<file path="src/rtl/ofs_plat_axi_mem_rd_arbiter_if.sv">
// AR/R bundle between N read requesters and one shared AXI memory sink.
// master drives requests and sink responses; slave is the arbiter side.
interface ofs_plat_axi_mem_rd_arbiter_if #(
   parameter int NUM_SOURCES = 2,
   parameter int ADDR_WIDTH  = 48,
   parameter int DATA_WIDTH  = 512,
   parameter int ID_WIDTH    = 4
);
   localparam int SW = $clog2(NUM_SOURCES);
   localparam int IW = ID_WIDTH + SW;

   logic [NUM_SOURCES-1:0]            src_arvalid;
   logic [NUM_SOURCES-1:0]            src_arready;
   logic [NUM_SOURCES*ID_WIDTH-1:0]   src_arid;
   logic [NUM_SOURCES*ADDR_WIDTH-1:0] src_araddr;
   logic [NUM_SOURCES*8-1:0]          src_arlen;
   logic [NUM_SOURCES-1:0]            src_rvalid;
   logic [NUM_SOURCES-1:0]            src_rready;
   logic [ID_WIDTH-1:0]               src_rid;
   logic [DATA_WIDTH-1:0]             src_rdata;
   logic [1:0]                        src_rresp;
   logic                              src_rlast;

   logic                  snk_arvalid;
   logic                  snk_arready;
   logic [IW-1:0]         snk_arid;
   logic [ADDR_WIDTH-1:0] snk_araddr;
   logic [7:0]            snk_arlen;
   logic                  snk_rvalid;
   logic                  snk_rready;
   logic [IW-1:0]         snk_rid;
   logic [DATA_WIDTH-1:0] snk_rdata;
   logic [1:0]            snk_rresp;
   logic                  snk_rlast;

   modport master (
      output src_arvalid, src_arid, src_araddr, src_arlen, src_rready,
      output snk_arready, snk_rvalid, snk_rid, snk_rdata, snk_rresp,
      output snk_rlast,
      input  src_arready, src_rvalid, src_rid, src_rdata, src_rresp,
      input  src_rlast, snk_arvalid, snk_arid, snk_araddr, snk_arlen,
      input  snk_rready
   );

   modport slave (
      input  src_arvalid, src_arid, src_araddr, src_arlen, src_rready,
      input  snk_arready, snk_rvalid, snk_rid, snk_rdata, snk_rresp,
      input  snk_rlast,
      output src_arready, src_rvalid, src_rid, src_rdata, src_rresp,
      output src_rlast, snk_arvalid, snk_arid, snk_araddr, snk_arlen,
      output snk_rready
   );
endinterface

</file>
<file path="src/rtl/ofs_plat_axi_mem_rd_arbiter.sv">
// Round-robin AXI read arbiter with per-source burst credits and RID routing.
// Optional grant statistics: define OFS_PLAT_AXI_MEM_RD_ARB_STATS_EN.
module ofs_plat_axi_mem_rd_arbiter #(
   parameter int NUM_SOURCES     = 2,
   parameter int ADDR_WIDTH      = 48,
   parameter int DATA_WIDTH      = 512,
   parameter int ID_WIDTH        = 4,
   parameter int MAX_OUTSTANDING = 16
) (
   input  logic                     clk,
   input  logic                     reset_n,
   ofs_plat_axi_mem_rd_arbiter_if.slave bus,
   output logic                     err_bad_rid,
   output logic [NUM_SOURCES*32-1:0] stats_grants
);
   localparam int SW = $clog2(NUM_SOURCES);
   localparam int IW = ID_WIDTH + SW;
   localparam int CW = $clog2(MAX_OUTSTANDING + 1);

   logic                  ar_valid_q;
   logic [IW-1:0]         ar_id_q;
   logic [ADDR_WIDTH-1:0] ar_addr_q;
   logic [7:0]            ar_len_q;
   logic [SW-1:0]         rr_ptr_q;
   logic [CW-1:0]         outst_q [NUM_SOURCES];
   logic                  err_q;

   logic [NUM_SOURCES-1:0] elig;
   logic [NUM_SOURCES-1:0] inc;
   logic [NUM_SOURCES-1:0] dec;
   logic                   gnt_vld;
   logic [SW-1:0]          gnt_idx;
   logic                   can_load;
   logic                   grant;
   logic [SW-1:0]          r_idx;
   logic                   r_bad;
   logic                   r_done;
   logic [DATA_WIDTH-1:0]  r_data;

   assign can_load = reset_n && (!ar_valid_q || bus.snk_arready);
   assign grant    = can_load && gnt_vld;

   // A source may request only while it holds a free burst credit
   always_comb begin
      for (int i = 0; i < NUM_SOURCES; i++)
         elig[i] = bus.src_arvalid[i] && (outst_q[i] < CW'(MAX_OUTSTANDING));
   end

   // First eligible source at or after the round-robin pointer
   always_comb begin
      int j;
      j       = 0;
      gnt_vld = 1'b0;
      gnt_idx = '0;
      for (int k = 0; k < NUM_SOURCES; k++) begin
         j = int'(rr_ptr_q) + k;
         if (j >= NUM_SOURCES) j = j - NUM_SOURCES;
         if (!gnt_vld && elig[j]) begin
            gnt_vld = 1'b1;
            gnt_idx = SW'(j);
         end
      end
   end

   // Ready goes only to the winner, only when the AR stage can take it
   always_comb begin
      for (int i = 0; i < NUM_SOURCES; i++)
         inc[i] = grant && (gnt_idx == SW'(i));
   end
   assign bus.src_arready = inc;

   // Single AR stage; reloads under a sink handshake for full throughput
   always_ff @(posedge clk or negedge reset_n) begin
      if (!reset_n) begin
         ar_valid_q <= 1'b0;
         ar_id_q    <= '0;
         ar_addr_q  <= '0;
         ar_len_q   <= '0;
         rr_ptr_q   <= '0;
      end else if (can_load) begin
         ar_valid_q <= gnt_vld;
         if (gnt_vld) begin
            ar_id_q   <= {gnt_idx, bus.src_arid[int'(gnt_idx)*ID_WIDTH +: ID_WIDTH]};
            ar_addr_q <= bus.src_araddr[int'(gnt_idx)*ADDR_WIDTH +: ADDR_WIDTH];
            ar_len_q  <= bus.src_arlen[int'(gnt_idx)*8 +: 8];
            rr_ptr_q  <= (gnt_idx == SW'(NUM_SOURCES - 1)) ? '0 : gnt_idx + SW'(1);
         end
      end
   end

   assign bus.snk_arvalid = ar_valid_q;
   assign bus.snk_arid    = ar_id_q;
   assign bus.snk_araddr  = ar_addr_q;
   assign bus.snk_arlen   = ar_len_q;

   assign r_idx  = bus.snk_rid[IW-1:ID_WIDTH];
   assign r_bad  = {1'b0, r_idx} >= (SW+1)'(NUM_SOURCES);
   assign r_done = bus.snk_rvalid && bus.snk_rready && bus.snk_rlast && !r_bad;
   assign r_data = bus.snk_rdata;

   // Steer R by the index in the RID; unknown indices are swallowed
   always_comb begin
      bus.src_rvalid = '0;
      bus.snk_rready = r_bad;
      for (int i = 0; i < NUM_SOURCES; i++) begin
         dec[i] = r_done && (r_idx == SW'(i));
         if (!r_bad && (r_idx == SW'(i))) begin
            bus.src_rvalid[i] = bus.snk_rvalid;
            bus.snk_rready    = bus.src_rready[i];
         end
      end
   end

   assign bus.src_rid   = bus.snk_rid[ID_WIDTH-1:0];
   assign bus.src_rdata = r_data;
   assign bus.src_rresp = bus.snk_rresp;
   assign bus.src_rlast = bus.snk_rlast;

   // Burst credits: grant takes one, rlast returns one, both cancel
   always_ff @(posedge clk or negedge reset_n) begin
      if (!reset_n) begin
         for (int i = 0; i < NUM_SOURCES; i++) outst_q[i] <= '0;
      end else begin
         for (int i = 0; i < NUM_SOURCES; i++) begin
            if (inc[i] && !dec[i])
               outst_q[i] <= outst_q[i] + CW'(1);
            else if (dec[i] && !inc[i] && (outst_q[i] != '0))
               outst_q[i] <= outst_q[i] - CW'(1);
         end
      end
   end

   for (genvar g = 0; g < NUM_SOURCES; g++) begin : g_uflow
      a_no_uflow: assert property (@(posedge clk) disable iff (!reset_n)
         !(dec[g] && !inc[g] && (outst_q[g] == '0)));
   end

   // Sticky flag for a response carrying an out-of-range source index
   always_ff @(posedge clk or negedge reset_n) begin
      if (!reset_n) err_q <= 1'b0;
      else if (bus.snk_rvalid && r_bad) err_q <= 1'b1;
   end
   assign err_bad_rid = err_q;

`ifdef OFS_PLAT_AXI_MEM_RD_ARB_STATS_EN
   logic [31:0] stats_q [NUM_SOURCES];

   // Free-running per-source grant counters, wrapping at 2^32
   always_ff @(posedge clk or negedge reset_n) begin
      if (!reset_n) begin
         for (int i = 0; i < NUM_SOURCES; i++) stats_q[i] <= '0;
      end else begin
         for (int i = 0; i < NUM_SOURCES; i++)
            if (inc[i]) stats_q[i] <= stats_q[i] + 32'd1;
      end
   end

   // Flatten counters onto the packed stats port
   always_comb begin
      stats_grants = '0;
      for (int i = 0; i < NUM_SOURCES; i++) stats_grants[i*32 +: 32] = stats_q[i];
   end
`else
   assign stats_grants = '0;
`endif
endmodule
</file>
<file path="src/flat_wrapper.sv">
// flat-port wrapper written by rule: the top's interface ports become plain ports
module ofs_plat_axi_mem_rd_arbiter_flat 
#(
   parameter int NUM_SOURCES     = 2,
   parameter int ADDR_WIDTH      = 48,
   parameter int DATA_WIDTH      = 512,
   parameter int ID_WIDTH        = 4,
   parameter int MAX_OUTSTANDING = 16
)
  (clk, reset_n, err_bad_rid, stats_grants, bus_src_arvalid, bus_src_arid, bus_src_araddr, bus_src_arlen, bus_src_rready, bus_snk_arready, bus_snk_rvalid, bus_snk_rid, bus_snk_rdata, bus_snk_rresp, bus_snk_rlast, bus_src_arready, bus_src_rvalid, bus_src_rid, bus_src_rdata, bus_src_rresp, bus_src_rlast, bus_snk_arvalid, bus_snk_arid, bus_snk_araddr, bus_snk_arlen, bus_snk_rready);
  ofs_plat_axi_mem_rd_arbiter_if #(.NUM_SOURCES(NUM_SOURCES), .ADDR_WIDTH(ADDR_WIDTH), .DATA_WIDTH(DATA_WIDTH), .ID_WIDTH(ID_WIDTH)) bus_i ();
  input  logic clk;
  input  logic reset_n;
  output logic err_bad_rid;
  output logic [NUM_SOURCES*32-1:0] stats_grants;
  input wire logic [$bits(bus_i.src_arvalid)-1:0] bus_src_arvalid;
  input wire logic [$bits(bus_i.src_arid)-1:0] bus_src_arid;
  input wire logic [$bits(bus_i.src_araddr)-1:0] bus_src_araddr;
  input wire logic [$bits(bus_i.src_arlen)-1:0] bus_src_arlen;
  input wire logic [$bits(bus_i.src_rready)-1:0] bus_src_rready;
  input wire logic [$bits(bus_i.snk_arready)-1:0] bus_snk_arready;
  input wire logic [$bits(bus_i.snk_rvalid)-1:0] bus_snk_rvalid;
  input wire logic [$bits(bus_i.snk_rid)-1:0] bus_snk_rid;
  input wire logic [$bits(bus_i.snk_rdata)-1:0] bus_snk_rdata;
  input wire logic [$bits(bus_i.snk_rresp)-1:0] bus_snk_rresp;
  input wire logic [$bits(bus_i.snk_rlast)-1:0] bus_snk_rlast;
  output wire logic [$bits(bus_i.src_arready)-1:0] bus_src_arready;
  output wire logic [$bits(bus_i.src_rvalid)-1:0] bus_src_rvalid;
  output wire logic [$bits(bus_i.src_rid)-1:0] bus_src_rid;
  output wire logic [$bits(bus_i.src_rdata)-1:0] bus_src_rdata;
  output wire logic [$bits(bus_i.src_rresp)-1:0] bus_src_rresp;
  output wire logic [$bits(bus_i.src_rlast)-1:0] bus_src_rlast;
  output wire logic [$bits(bus_i.snk_arvalid)-1:0] bus_snk_arvalid;
  output wire logic [$bits(bus_i.snk_arid)-1:0] bus_snk_arid;
  output wire logic [$bits(bus_i.snk_araddr)-1:0] bus_snk_araddr;
  output wire logic [$bits(bus_i.snk_arlen)-1:0] bus_snk_arlen;
  output wire logic [$bits(bus_i.snk_rready)-1:0] bus_snk_rready;
  assign bus_i.src_arvalid = bus_src_arvalid;
  assign bus_i.src_arid = bus_src_arid;
  assign bus_i.src_araddr = bus_src_araddr;
  assign bus_i.src_arlen = bus_src_arlen;
  assign bus_i.src_rready = bus_src_rready;
  assign bus_i.snk_arready = bus_snk_arready;
  assign bus_i.snk_rvalid = bus_snk_rvalid;
  assign bus_i.snk_rid = bus_snk_rid;
  assign bus_i.snk_rdata = bus_snk_rdata;
  assign bus_i.snk_rresp = bus_snk_rresp;
  assign bus_i.snk_rlast = bus_snk_rlast;
  assign bus_src_arready = bus_i.src_arready;
  assign bus_src_rvalid = bus_i.src_rvalid;
  assign bus_src_rid = bus_i.src_rid;
  assign bus_src_rdata = bus_i.src_rdata;
  assign bus_src_rresp = bus_i.src_rresp;
  assign bus_src_rlast = bus_i.src_rlast;
  assign bus_snk_arvalid = bus_i.snk_arvalid;
  assign bus_snk_arid = bus_i.snk_arid;
  assign bus_snk_araddr = bus_i.snk_araddr;
  assign bus_snk_arlen = bus_i.snk_arlen;
  assign bus_snk_rready = bus_i.snk_rready;
  ofs_plat_axi_mem_rd_arbiter #(.NUM_SOURCES(NUM_SOURCES), .ADDR_WIDTH(ADDR_WIDTH), .DATA_WIDTH(DATA_WIDTH), .ID_WIDTH(ID_WIDTH), .MAX_OUTSTANDING(MAX_OUTSTANDING)) u_core (.clk(clk), .reset_n(reset_n), .bus(bus_i), .err_bad_rid(err_bad_rid), .stats_grants(stats_grants));
endmodule
</file>
<file path="config.mk">
export PLATFORM = sky130hd
export DESIGN_NAME = ofs_plat_axi_mem_rd_arbiter_flat
export DESIGN_NICKNAME = d
export VERILOG_FILES = /design/src/rtl/ofs_plat_axi_mem_rd_arbiter_if.sv /design/src/rtl/ofs_plat_axi_mem_rd_arbiter.sv /design/src/flat_wrapper.sv
export SDC_FILE = /design/constraint.sdc
export NUM_CORES = 1
export LEC_CHECK = 0
export BUFFER_PORTS_ARGS = -buffer_cell sky130_fd_sc_hd__buf_2
export CELL_PAD_IN_SITES_DETAIL_PLACEMENT = 0
export CELL_PAD_IN_SITES_GLOBAL_PLACEMENT = 2
export CORE_AREA = 4 4 503 505
export CTS_BUF_LIST = sky130_fd_sc_hd__clkbuf_4 sky130_fd_sc_hd__clkbuf_8
export DETAILED_ROUTE_END_ITERATION = 12
export DIE_AREA = 0 0 507 509
export GPL_TIMING_DRIVEN = 0
export PLACE_DENSITY_LB_ADDON = 0.1
export SLEW_MARGIN = 10
export SYNTH_ARGS = -nofsm -noshare
export SYNTH_HDL_FRONTEND = slang
export SYNTH_SLANG_ARGS = --single-unit
</file>
<file path="constraint.sdc">
create_clock -name clk -period 2.5 [get_ports clk]
set_clock_uncertainty 0.15 [all_clocks]
set_input_delay 0.5 -clock clk [delete_from_list [all_inputs] [get_ports clk]]
set_output_delay 0.5 -clock clk [all_outputs]
set_load 0.05 [all_outputs]
</file>
==> metrics.cfg <==
[critical_path]
worstPathRequired_ns = 2.75
cp-start-kind = flip-flop
crit_buf_inv = 2
critical-path-slowest-cell = dfrtp_1
max_stage_delay_ns = 0.42
crit_fanout = 4
worstPathCellList = nor2b_4 -> o221ai_4 -> buf_12 -> nor3_4 -> inv_2 -> fa_2 -> a21o_1 -> a21oi_2 -> mux2i_1 -> xnor2_1
arrival_ns = 2.68
endpoint_kind = flip-flop
path_class = reg -> reg
cp_top_family = compound AO/OA/AOI/OAI gates

[clock_network]
cts_tree = yes
clock_path_buffers = 2
cts.sinks = 73
path_clk_slew_ns = 0.11
clk_latency_ns = 0.47
cts-buffers-inserted = 9
cts-htree-levels = 3
cts-root-buf = clkbuf_8

[timing]
relSlewSlack_pct = 50.20
finalCritPeriodShare_pct = 97.39
setup_violations = 0
final.setup.worst_slack_ns = 0.06514
drv_slew = 0
rsz0062_at_grt = true
tightest_slew_ns = 0.7469
max_clock_freq_ghz = 0.4107
hold_violations = 0
final.min_clock_period_ns = 2.435

[logic_synthesis]
async_flop_share_pct = 100.0
synth_top_area_share_pct = 55.74
synth_edf_count = 0
synthCells = 931
ys_warn_count = 0
avgSynthCellArea_sq_um = 8.448
ys_seq_area_share_pct = 23.23
synthDistinctLibCells = 39
synth_area_sq_um = 7865
synthTopCellsByArea = buf_4, dfrtp_1, a22oi_1, o21ai_1, nand2_1
synth-seq-cells = 73
post-synth-top-area-cell = buf_4
ys.flop_type = dfrtp_1

[die]
die_area_sq_um = 258100
die_w_um = 507
start_util_pct = 3.169
ios = 1299
coreArea_sq_um = 248200
rows = 183
die_y_um = 509

[run]
maxCapViolations = 0

[final_layout]
final_nets = 2405
finish.instance_area_sq_um = 16640
n_fill_cell = 29470
layout-area-overhead-vs-synth_pct = 111.6
layout-drive-gt1-share_pct = 78.85

[placement]
place_hpwl_um = 66430
place_area_sq_um = 15960
pre_cts_slack_ns = -0.9401
gp_congestion = 0.8338
io_buffers = 715

[route]
drt-wirelength-per-cell_um = 14.40
drtPass1Iterations = 5
ant_nets = 0
wirelength_um = 73330
vias_per_cell = 1.740
drc = 0
num_vias = 8863
drt_iter0_drc = 241

[global_routing]
grt_pass1_wl_um = 89040
antenna_found_initial = 29
grt_pass1_vias = 9452
grt_max_degree = 56
overflow = 0
grt_use_total_pct = 5.217

[hold_path]
hold_path.class = in -> reg

[status]
status = finished, final reports clean

[pwr]
ir_worst_vdd_mv = 0.2053
cellPowerDensity_nw_per_um2 = 684.2
p_leak_nw = 7.742

## cell type report
| class | instances | area [sq um] | share of cell area, % |
|---|---|---|---|
| Tap cell | 3330 | 4167 | 25.04 |
| Clock inverter | 7 | 103.9 | 0.6241 |
| Inverter | 3 | 13.76 | 0.08271 |
| Sequential cell | 73 | 1829 | 10.99 |
| Buffer | 606 | 4513 | 27.12 |
| Timing Repair Buffer | 747 | 3954 | 23.76 |
| Clock buffer | 9 | 123.9 | 0.7444 |
| Multi-Input combinational cell | 309 | 1912 | 11.49 |
| Antenna cell | 10 | 25.02 | 0.1504 |
## path summary, 6_finish.rpt
kind / start / endpoint / slack (ns) / cells past startpoint
min: bus_src_arlen[6] / u_core.bus.snk_arlen[6]$_DFFE_PN0N_ / 0.15 / 3
min in group asynchronous: reset_n / u_core.bus.snk_araddr[1]$_DFFE_PN0N_ / 0.52 / 3
max reg2reg: u_core.outst_q[4]$_DFFE_PN0P_ / u_core.outst_q[4]$_DFFE_PN0P_ / 0.07 / 10
max: u_core.outst_q[4]$_DFFE_PN0P_ / u_core.outst_q[4]$_DFFE_PN0P_ / 0.07 / 10
max in group asynchronous: reset_n / u_core.bus.snk_arvalid$_DFFE_PN0P_ / 1.01 / 4
min reg2reg: u_core.bus.snk_araddr[15]$_DFFE_PN0N_ / u_core.bus.snk_araddr[15]$_DFFE_PN0N_ / 0.33 / 2
## state kept, by name (all words and copies together) (netlist names)
register	flops
u_core.bus.snk_arvalid	1
u_core.bus.snk_arlen	8
u_core.rr_ptr_q	1
u_core.outst_q	10
u_core.bus.snk_arid	5
u_core.bus.snk_araddr	48
## power by group
| part | leakage (nW) | switching (mW) | internal (mW) |
|---|---|---|---|
| sequential | 0.899 | 0.398 | 1.74 |
| combinational | 6.73 | 5.75 | 2.26 |
| clock | 0.114 | 0.677 | 0.571 |
## layout by cell type, fill, tap and decap left out, types with 5 or more instances in the layout
cell and instances:
a21o_1 5, a22oi_1 59, buf_12 7, buf_2 714, buf_4 606, clkbuf_1 10, clkbuf_8 9, conb_1 65
dfrtp_1 71, diode_2 10, nand2_1 62, o21ai_1 62
## synthesized netlist by cell type, types with 4 or more instances
cell type  count
ha_1           6
mux2_1         6
a22oi_1       60
clkbuf_1      14
buf_1         10
nand2_1       62
a21oi_1        5
a21o_1         5
o21ai_1       62
xnor2_1        4
buf_4        584
dfrtp_1       73
nor2_1         4
## routing by layer
metal / routed length [um] / vias to the layer above / track usage, % / part of all wire (%)
met3: 7979 / 66 / 2.174 / 11
li1: - / 4021 / - / -
met1: 20120 / 3994 / 4.172 / 27
met5: 144 / - / 0 / 0.20
met4: 2343 / 22 / 2.321 / 3.2
met2: 42750 / 760 / 10.73 / 58
## timing repair
action,CTS,global route
buffers inserted,23,5
hold buffers,2,0
resized for setup,37,6
pin swaps,12,9
hold endpoints to repair,22,0
endpoints found under the setup margin,70,11
## through the flow
step	total power, mW	setup TNS [ns]	instances	utilization, %	hold WS [ns]
after floorplan	7.496	0	995	-	0.05441
after global placement	9.991	-255.61	5040	6.391	0.3212
after detailed placement	9.994	-28.72	5043	6.431	0.2657
after CTS	11.86	-0.2168	5082	6.668	0.01755
after global routing	12.23	-0.2451	5089	6.700	0.07503
final	11.39	0	5094	6.705	0.1547
## kinds of logic after synthesis
| logic type | after synthesis | share of synthesized area [%] |
|---|---|---|
| AOI/OAI and AO/OA | 142 | 11.76 |
| xor gates and xnor gates | 7 | 0.7795 |
| adders and majority gates | 8 | 1.464 |
| buffers and inverters | 613 | 57.16 |
| DFF | 73 | 23.23 |
| muxes | 8 | 1.129 |
| other | 1 | 0.04768 |
| and+or+nand+nor | 79 | 4.438 |
## worst min-delay path: stages
cell     delay [ns]
buf_2          0.08
a22oi_1        0.06
o21ai_1        0.11
No activity file was read; power rests on OpenSTA's default activity.
